`config.mk`:
```
export PLATFORM = sky130hd
export DESIGN_NAME = sakebi_rmii_rx_axis
export DESIGN_NICKNAME = d
export VERILOG_FILES = /design/src/rtl/sakebi_rmii_rx_axis.sv
export SDC_FILE = /design/constraint.sdc
export NUM_CORES = 1
export LEC_CHECK = 0
export CAP_MARGIN = 20
export CORE_MARGIN = 1
export CORE_UTILIZATION = 60
export DETAILED_ROUTE_END_ITERATION = 10
export HOLD_SLACK_MARGIN = 0.02
export PLACE_DENSITY = 0.86
export SETUP_SLACK_MARGIN = 0.15
export SLEW_MARGIN = 5
export SYNTH_ARGS = -nofsm -noshare
export SYNTH_HDL_FRONTEND = slang
export SYNTH_SLANG_ARGS = --single-unit
```
`constraint.sdc`:
```
create_clock -name i_rmii_REF_CLK -period 4.4 [get_ports i_rmii_REF_CLK]
set_input_delay 0.88 -clock i_rmii_REF_CLK [delete_from_list [all_inputs] [get_ports i_rmii_REF_CLK]]
set_output_delay 0.88 -clock i_rmii_REF_CLK [all_outputs]
set_load 0.05 [all_outputs]
```
`src/rtl/sakebi_rmii_rx_axis.sv`:
```
// RMII receive front end: preamble/SFD detection, LSB-first dibit assembly into
// AXI-Stream beats with TKEEP/TLAST/TUSER, and a small FWFT beat FIFO.
// Ports:
//   i_rmii_REF_CLK        sole clock (RMII reference)
//   i_rmii_RESET          synchronous active-high reset
//   i_rmii_CRS_DV/RXD/RX_ER  RMII receive inputs (registered once on entry)
//   i_speed_100           1 = 100 Mb/s, 0 = 10 Mb/s (latched while idle)
//   o_axis_*/i_axis_TREADY   AXI-Stream master; TUSER flags a bad frame on TLAST
//   o_overflow            one-cycle pulse when a beat is dropped on a full FIFO
module sakebi_rmii_rx_axis #(
    parameter int unsigned DATA_WIDTH = 8,
    parameter int unsigned FIFO_DEPTH = 4
) (
    input  logic                    i_rmii_REF_CLK,
    input  logic                    i_rmii_RESET,
    input  logic                    i_rmii_CRS_DV,
    input  logic [1:0]              i_rmii_RXD,
    input  logic                    i_rmii_RX_ER,
    input  logic                    i_speed_100,
    output logic                    o_axis_TVALID,
    input  logic                    i_axis_TREADY,
    output logic [DATA_WIDTH-1:0]   o_axis_TDATA,
    output logic [DATA_WIDTH/8-1:0] o_axis_TKEEP,
    output logic                    o_axis_TLAST,
    output logic                    o_axis_TUSER,
    output logic                    o_overflow
);

    localparam int unsigned BYTES = DATA_WIDTH / 8;
    localparam int unsigned AW    = $clog2(FIFO_DEPTH);
    localparam int unsigned LW    = (BYTES > 1) ? $clog2(BYTES) : 1;
    localparam int unsigned BCW   = 11;

    typedef enum logic [1:0] {IDLE, PREAMBLE, DATA, DROP} state_t;

    typedef struct packed {
        logic [DATA_WIDTH-1:0] data;
        logic [BYTES-1:0]      keep;
        logic                  last;
        logic                  user;
    } beat_t;

    state_t           state, next_state;
    logic             crs_q, rx_er_q;
    logic [1:0]       rxd_q;
    logic             spd;
    logic [3:0]       div;
    logic             pend_valid;
    logic [1:0]       pend_d;
    logic             low_seen;
    logic [7:0]       sb;
    logic [1:0]       dcnt;
    logic [BCW-1:0]   bcnt;
    logic [LW-1:0]    lane;
    logic [DATA_WIDTH-1:0] beat;
    logic [BYTES-1:0] keep;
    logic             err;
    logic             term_pend;
    logic             overflow;
    beat_t            mem [FIFO_DEPTH];
    logic [AW:0]      wr_ptr, rd_ptr;

    logic             strobe_c, sfd_c, take_c, hold_c, end_c;
    logic [1:0]       first_d_c, dc1_c, dc2_c, dc_nx_c;
    logic [7:0]       sb1_c, sb2_c, sb_nx_c, byte_val_c;
    logic             byte_done_c, keep_full_c;
    logic             push_data_c, push_end_c, push_term_c;
    logic             pop_c, full_c, empty_c, space_c, wr_en_c, ovf_c;
    logic [AW:0]      count_c;
    logic [LW-1:0]    lane_inc_c;
    beat_t            wr_entry_c, head_c;

    // Input stage: every decision below uses these registered copies
    always_ff @(posedge i_rmii_REF_CLK) begin
        if (i_rmii_RESET) begin
            crs_q   <= 1'b0;
            rxd_q   <= 2'b00;
            rx_er_q <= 1'b0;
        end else begin
            crs_q   <= i_rmii_CRS_DV;
            rxd_q   <= i_rmii_RXD;
            rx_er_q <= i_rmii_RX_ER;
        end
    end

    assign strobe_c = spd || (div == 4'd0);

    // State register
    always_ff @(posedge i_rmii_REF_CLK) begin
        if (i_rmii_RESET) state <= IDLE;
        else              state <= next_state;
    end

    // Next-state logic; an overflow always diverts the frame to DROP
    always_comb begin
        next_state = state;
        case (state)
            IDLE:     if (crs_q && !term_pend) next_state = PREAMBLE;
            PREAMBLE: if (strobe_c) begin
                          if (!crs_q)               next_state = IDLE;
                          else if (rxd_q == 2'b11)  next_state = DATA;
                          else if (rxd_q == 2'b10)  next_state = DROP;
                      end
            DATA:     if (strobe_c && !crs_q && pend_valid) next_state = IDLE;
            DROP:     if (strobe_c && !crs_q && low_seen)   next_state = IDLE;
            default:  next_state = IDLE;
        endcase
        if (ovf_c) next_state = DROP;
    end

    // Per-state control decode
    always_comb begin
        sfd_c  = 1'b0;
        take_c = 1'b0;
        hold_c = 1'b0;
        end_c  = 1'b0;
        case (state)
            PREAMBLE: sfd_c = strobe_c && crs_q && (rxd_q == 2'b11);
            DATA: begin
                take_c = strobe_c && crs_q;
                hold_c = strobe_c && !crs_q && !pend_valid;
                end_c  = strobe_c && !crs_q && pend_valid;
            end
            default: ;
        endcase
    end

    // Dibit shifter: up to two dibits (pending + current) per strobe,
    // which can complete at most one byte
    always_comb begin
        first_d_c   = pend_valid ? pend_d : rxd_q;
        sb1_c       = {first_d_c, sb[7:2]};
        dc1_c       = dcnt + 2'd1;
        sb2_c       = {rxd_q, sb1_c[7:2]};
        dc2_c       = dc1_c + 2'd1;
        sb_nx_c     = pend_valid ? sb2_c : sb1_c;
        dc_nx_c     = pend_valid ? dc2_c : dc1_c;
        byte_done_c = take_c && ((dc1_c == 2'd0) || (pend_valid && (dc2_c == 2'd0)));
        byte_val_c  = (dc1_c == 2'd0) ? sb1_c : sb2_c;
    end

    assign keep_full_c = &keep;
    assign lane_inc_c  = (lane == LW'(BYTES - 1)) ? '0 : lane + LW'(1);

    // FIFO push/pop arbitration; a full beat is only pushed once the next byte arrives
    always_comb begin
        count_c     = wr_ptr - rd_ptr;
        empty_c     = (wr_ptr == rd_ptr);
        full_c      = (count_c == (AW + 1)'(FIFO_DEPTH));
        pop_c       = !empty_c && i_axis_TREADY;
        space_c     = !full_c || pop_c;
        push_data_c = byte_done_c && keep_full_c;
        push_end_c  = end_c && (bcnt != '0);
        push_term_c = term_pend;
        ovf_c       = (push_data_c || push_end_c) && !space_c;
        wr_en_c     = (push_data_c || push_end_c || push_term_c) && space_c;
        wr_entry_c  = '0;
        if (push_end_c) begin
            wr_entry_c.data = beat;
            wr_entry_c.keep = keep;
            wr_entry_c.last = 1'b1;
            wr_entry_c.user = err || rx_er_q || (dcnt != 2'd0);
        end else if (push_data_c) begin
            wr_entry_c.data = beat;
            wr_entry_c.keep = keep;
        end else begin
            wr_entry_c.last = 1'b1;
            wr_entry_c.user = 1'b1;
        end
    end

    // Frame datapath: divider, pending dibit, byte/beat assembly, flags
    always_ff @(posedge i_rmii_REF_CLK) begin
        if (i_rmii_RESET) begin
            spd        <= 1'b0;
            div        <= 4'd0;
            pend_valid <= 1'b0;
            pend_d     <= 2'b00;
            low_seen   <= 1'b0;
            sb         <= 8'h00;
            dcnt       <= 2'd0;
            bcnt       <= '0;
            lane       <= '0;
            beat       <= '0;
            keep       <= '0;
            err        <= 1'b0;
            term_pend  <= 1'b0;
            overflow   <= 1'b0;
        end else begin
            overflow <= ovf_c;
            if (state == IDLE) begin
                spd <= i_speed_100;
                div <= 4'd0;
            end else begin
                div <= (div == 4'd9) ? 4'd0 : div + 4'd1;
            end

            if (state != DATA) begin
                pend_valid <= 1'b0;
            end else if (hold_c) begin
                pend_valid <= 1'b1;
                pend_d     <= rxd_q;
            end else if (take_c || end_c) begin
                pend_valid <= 1'b0;
            end

            if (state != DROP)  low_seen <= 1'b0;
            else if (strobe_c)  low_seen <= !crs_q;

            if (sfd_c) begin
                sb   <= 8'h00;
                dcnt <= 2'd0;
                bcnt <= '0;
                lane <= '0;
                beat <= '0;
                keep <= '0;
                err  <= 1'b0;
            end
            if ((state == DATA) && strobe_c && rx_er_q) err <= 1'b1;
            if (take_c) begin
                sb   <= sb_nx_c;
                dcnt <= dc_nx_c;
            end
            if (byte_done_c) begin
                if (bcnt != {BCW{1'b1}}) bcnt <= bcnt + BCW'(1);
                lane <= lane_inc_c;
                // A full beat is being pushed this cycle; restart in lane 0
                for (int unsigned i = 0; i < BYTES; i++) begin
                    if (keep_full_c) begin
                        beat[8*i +: 8] <= (i == 0) ? byte_val_c : 8'h00;
                        keep[i]        <= (i == 0);
                    end else if (lane == LW'(i)) begin
                        beat[8*i +: 8] <= byte_val_c;
                        keep[i]        <= 1'b1;
                    end
                end
            end

            if (ovf_c)                           term_pend <= 1'b1;
            else if (push_term_c && space_c)     term_pend <= 1'b0;
        end
    end

    // FIFO pointers
    always_ff @(posedge i_rmii_REF_CLK) begin
        if (i_rmii_RESET) begin
            wr_ptr <= '0;
            rd_ptr <= '0;
        end else begin
            if (wr_en_c) wr_ptr <= wr_ptr + (AW + 1)'(1);
            if (pop_c)   rd_ptr <= rd_ptr + (AW + 1)'(1);
        end
    end

    // FIFO storage
    always_ff @(posedge i_rmii_REF_CLK) begin
        if (wr_en_c) mem[wr_ptr[AW-1:0]] <= wr_entry_c;
    end

    // FWFT head; forced to zero while empty so reset shows all-zero outputs
    assign head_c        = empty_c ? '0 : mem[rd_ptr[AW-1:0]];
    assign o_axis_TVALID = !empty_c;
    assign o_axis_TDATA  = head_c.data;
    assign o_axis_TKEEP  = head_c.keep;
    assign o_axis_TLAST  = head_c.last;
    assign o_axis_TUSER  = head_c.user;
    assign o_overflow    = overflow;

endmodule

```
==> impl_metrics.tcl <==
set metrics [dict create \
    synth-main-ff-cell "dfxtp_1" \
    hpwlAfterDp_mm 4.99 \
    synth_edf_count 44 \
    first_pass_iters 4 \
    path_clk_slew_ns 0.09 \
    slew-limit-headroom_pct 40.6 \
    rsz0062_at_grt "false" \
    gp_congestion 0.782 \
    yosysSeqAreaShare_pct 54.8 \
    fillCellCount 509 \
    hold_path.class "register to register" \
    hold_ws_ns 0.466 \
    power_leakage_nw 1.70 \
    antenna_cells 0 \
    vias 2903 \
    drt_iter0_drc 177 \
    critPathMaxStageDelay_ns 0.77 \
    cts_max_path_buffers 2 \
    path_cells "mux4_2 > and2_1 > clkdlybuf4s50_1" \
    cp.required_ns 3.52 \
    multiInputGateArea_sq_um 1850 \
    fin_cells 516 \
    dp_cells 500 \
    setup_viol 0 \
    cts_resized 0 \
    grt-ovfl-total 0 \
    syn_nets 424 \
    cp_max_fo 11 \
    ant_nets 0 \
    final_layout_size_suffix_gt1_share_pct 8.33 \
    pin_count 21 \
    portBuffers 20 \
    final_common_cell "dfxtp_1" \
    synth_area_leaders "edfxtp_1 30%, dfxtp_1 25%, mux4_2 5.7%" \
    crit_type "register to primary output" \
    drc_errors 0 \
    avgSynthCellArea_sq_um 10.9 \
    ys_ff_latch 98 \
    end_kind "primary output" \
    utilization_pct 70.8 \
    num-nets-final 439 \
    routed_via_density 5.63 \
    wl_per_cell_um 14.1 \
    crit_path_top_delay_cell "dfxtp_1" \
    reg2reg_depth 7 \
    clk_latency_ns 0.35 \
    clock_skew_ns 0.0121 \
    tightestPinTransition_ns 0.888 \
    die_w_um 87.5 \
    finalHoldViolations 0 \
    synth_area_sq_um 4380 \
    crit_arrival_ns 2.57 \
    grt_pass1_vias 2732 \
    tns_ns 0 \
    design_area_sq_um 4890 \
    status "complete, no violations" \
    drv_slew 0 \
    area_growth_pct 11.6 \
    antenna_found_initial 0 \
    power_density_nw_per_um2 339 \
    synth_top_cell_by_area "edfxtp_1" \
    r2r_start "bcnt[0]" \
    clkSinkCount 98 \
    synth_top_area_share_pct 30.1 \
    start_util_pct 63.5 \
    post_cts_buffers 0 \
    rows 30 \
    die_h_um 87.5 \
    grt_max_degree 53 \
    grt_pass1_wl_mm 12.4 \
    cts_inserted_buffers 9 \
    ir_worst_vdd_uv 185 \
    fmax_ghz 0.290 \
    dieArea_sq_um 7650 \
    maxCapViolCount 0 \
    hp-start "beat[4]" \
    regArea_sq_um 2400 \
    async_flop_share_pct 0 \
    r2r_slack_ns 1.69 \
    cts-hold-fix-buffers 0 \
    whs_endpoint "beat[4]" \
    start_kind "register" \
    synth_cells 401 \
    cts-root-buf "clkbuf_8" \
    layout_common_cells "54 x dfxtp_1, 44 x nor2_1, 44 x edfxtp_1" \
    ys_types 45 \
    fin_crit_sh_pct 78.4 \
    timing.final.crit_period_ns 3.45 \
    dpl-instance-area_sq_um 4640 \
    hold_depth 2 \
    synth_warnings 0 \
    core_region_area_sq_um 6910 \
    cts_tree "built" \
    reg2reg_to "mem[1][9]" \
    wirelength_mm 7.29 \
    grt_usage_pct 21.3 \
    h-tree-depth 3 \
]
## metrics by stage
step                power, mW  setup slack (ns)
floorplan               0.989              1.51
global placement         1.00              1.34
detailed placement       1.00              1.29
CTS                      1.66             0.898
global route             1.70             0.806
finish                   1.66             0.952
## cell families after synthesis
group / count (synthesis) / synth area share [%]
adders and majority gates: 15 / 4.28
AOI/OAI and AO/OA: 65 / 9.45
and+or+nand+nor: 154 / 17.5
muxes: 26 / 9.19
buffers and inverters: 34 / 3.00
xor gates and xnor gates: 9 / 1.80
DFF: 98 / 54.8
## state kept, by name, indices dropped and copies added, names as in the netlist, named ones only
signal       cells
keep             1
dcnt             2
crs_q            1
rd_ptr           3
o_overflow       1
low_seen         1
spd              1
rx_er_q          1
pend_valid       1
wr_ptr           3
sb               6
beat             8
pend_d           2
err              1
mem             44
state            2
div              4
rxd_q            2
bcnt            11
push_term_c      1
## area by class of cell
cell class | count | share of cell area, %
inverter | 15 | 1.15
timing repair buffer | 23 | 4.63
clock buffer | 9 | 2.53
clock inverter | 6 | 2.33
multi-input combinational | 269 | 37.8
sequential | 98 | 49.1
tap | 96 | 2.46
## layer usage
layer  global-route usage (%)  share of wire [%]  vias to the layer above
met5                        0                  0                        -
met4                     9.99                1.9                        0
met3                     3.22                3.3                       11
met2                     36.5                 49                       51
met1                     26.5                 46                     1373
li1                         -                  -                     1468
## how the worst max path moves through the flow
stage,endpoint,slack (ns),depth (start not counted),start
final,o_axis_TDATA[1],0.95,3,register
after global routing,o_axis_TDATA[5],0.81,3,register
after CTS,o_axis_TDATA[1],0.90,3,register
after detailed placement,o_axis_TDATA[1],1.29,3,register
after global placement,o_axis_TDATA[1],1.34,3,register
after floorplan,o_axis_TDATA[0],1.51,5,wr_ptr[0]
## critical path: cells and delay by family, from the launching register on
kind,cells,cell delay [ns]
mux,1,0.58
buf+inv,1,0.70
flops,1,0.77
simple gates,1,0.17
## synth_stat cells, types with 5 or more instances
cell and instances:
a21oi_1 19, and2_1 24, inv_1 15, a31oi_1 10, o21ai_0 13, nand2_1 31, o211ai_1 5, edfxtp_1 44
nand3_1 18, dfxtp_1 54, ha_1 15, mux4_2 11, a311oi_1 5, nor2b_1 8, nor3_1 8, or3_1 5
mux2i_1 11, nor2_1 44, clkbuf_1 15, xnor2_1 5
## where the power goes
group / internal [mW] / leakage, nW / switching, mW
logic: 0.0126 / 0.696 / 0.0162
registers: 0.945 / 0.892 / 0.00651
clock network: 0.376 / 0.112 / 0.300
total: 1.33 / 1.70 / 0.323
Note: power is estimated with default switching activity, not from simulation.
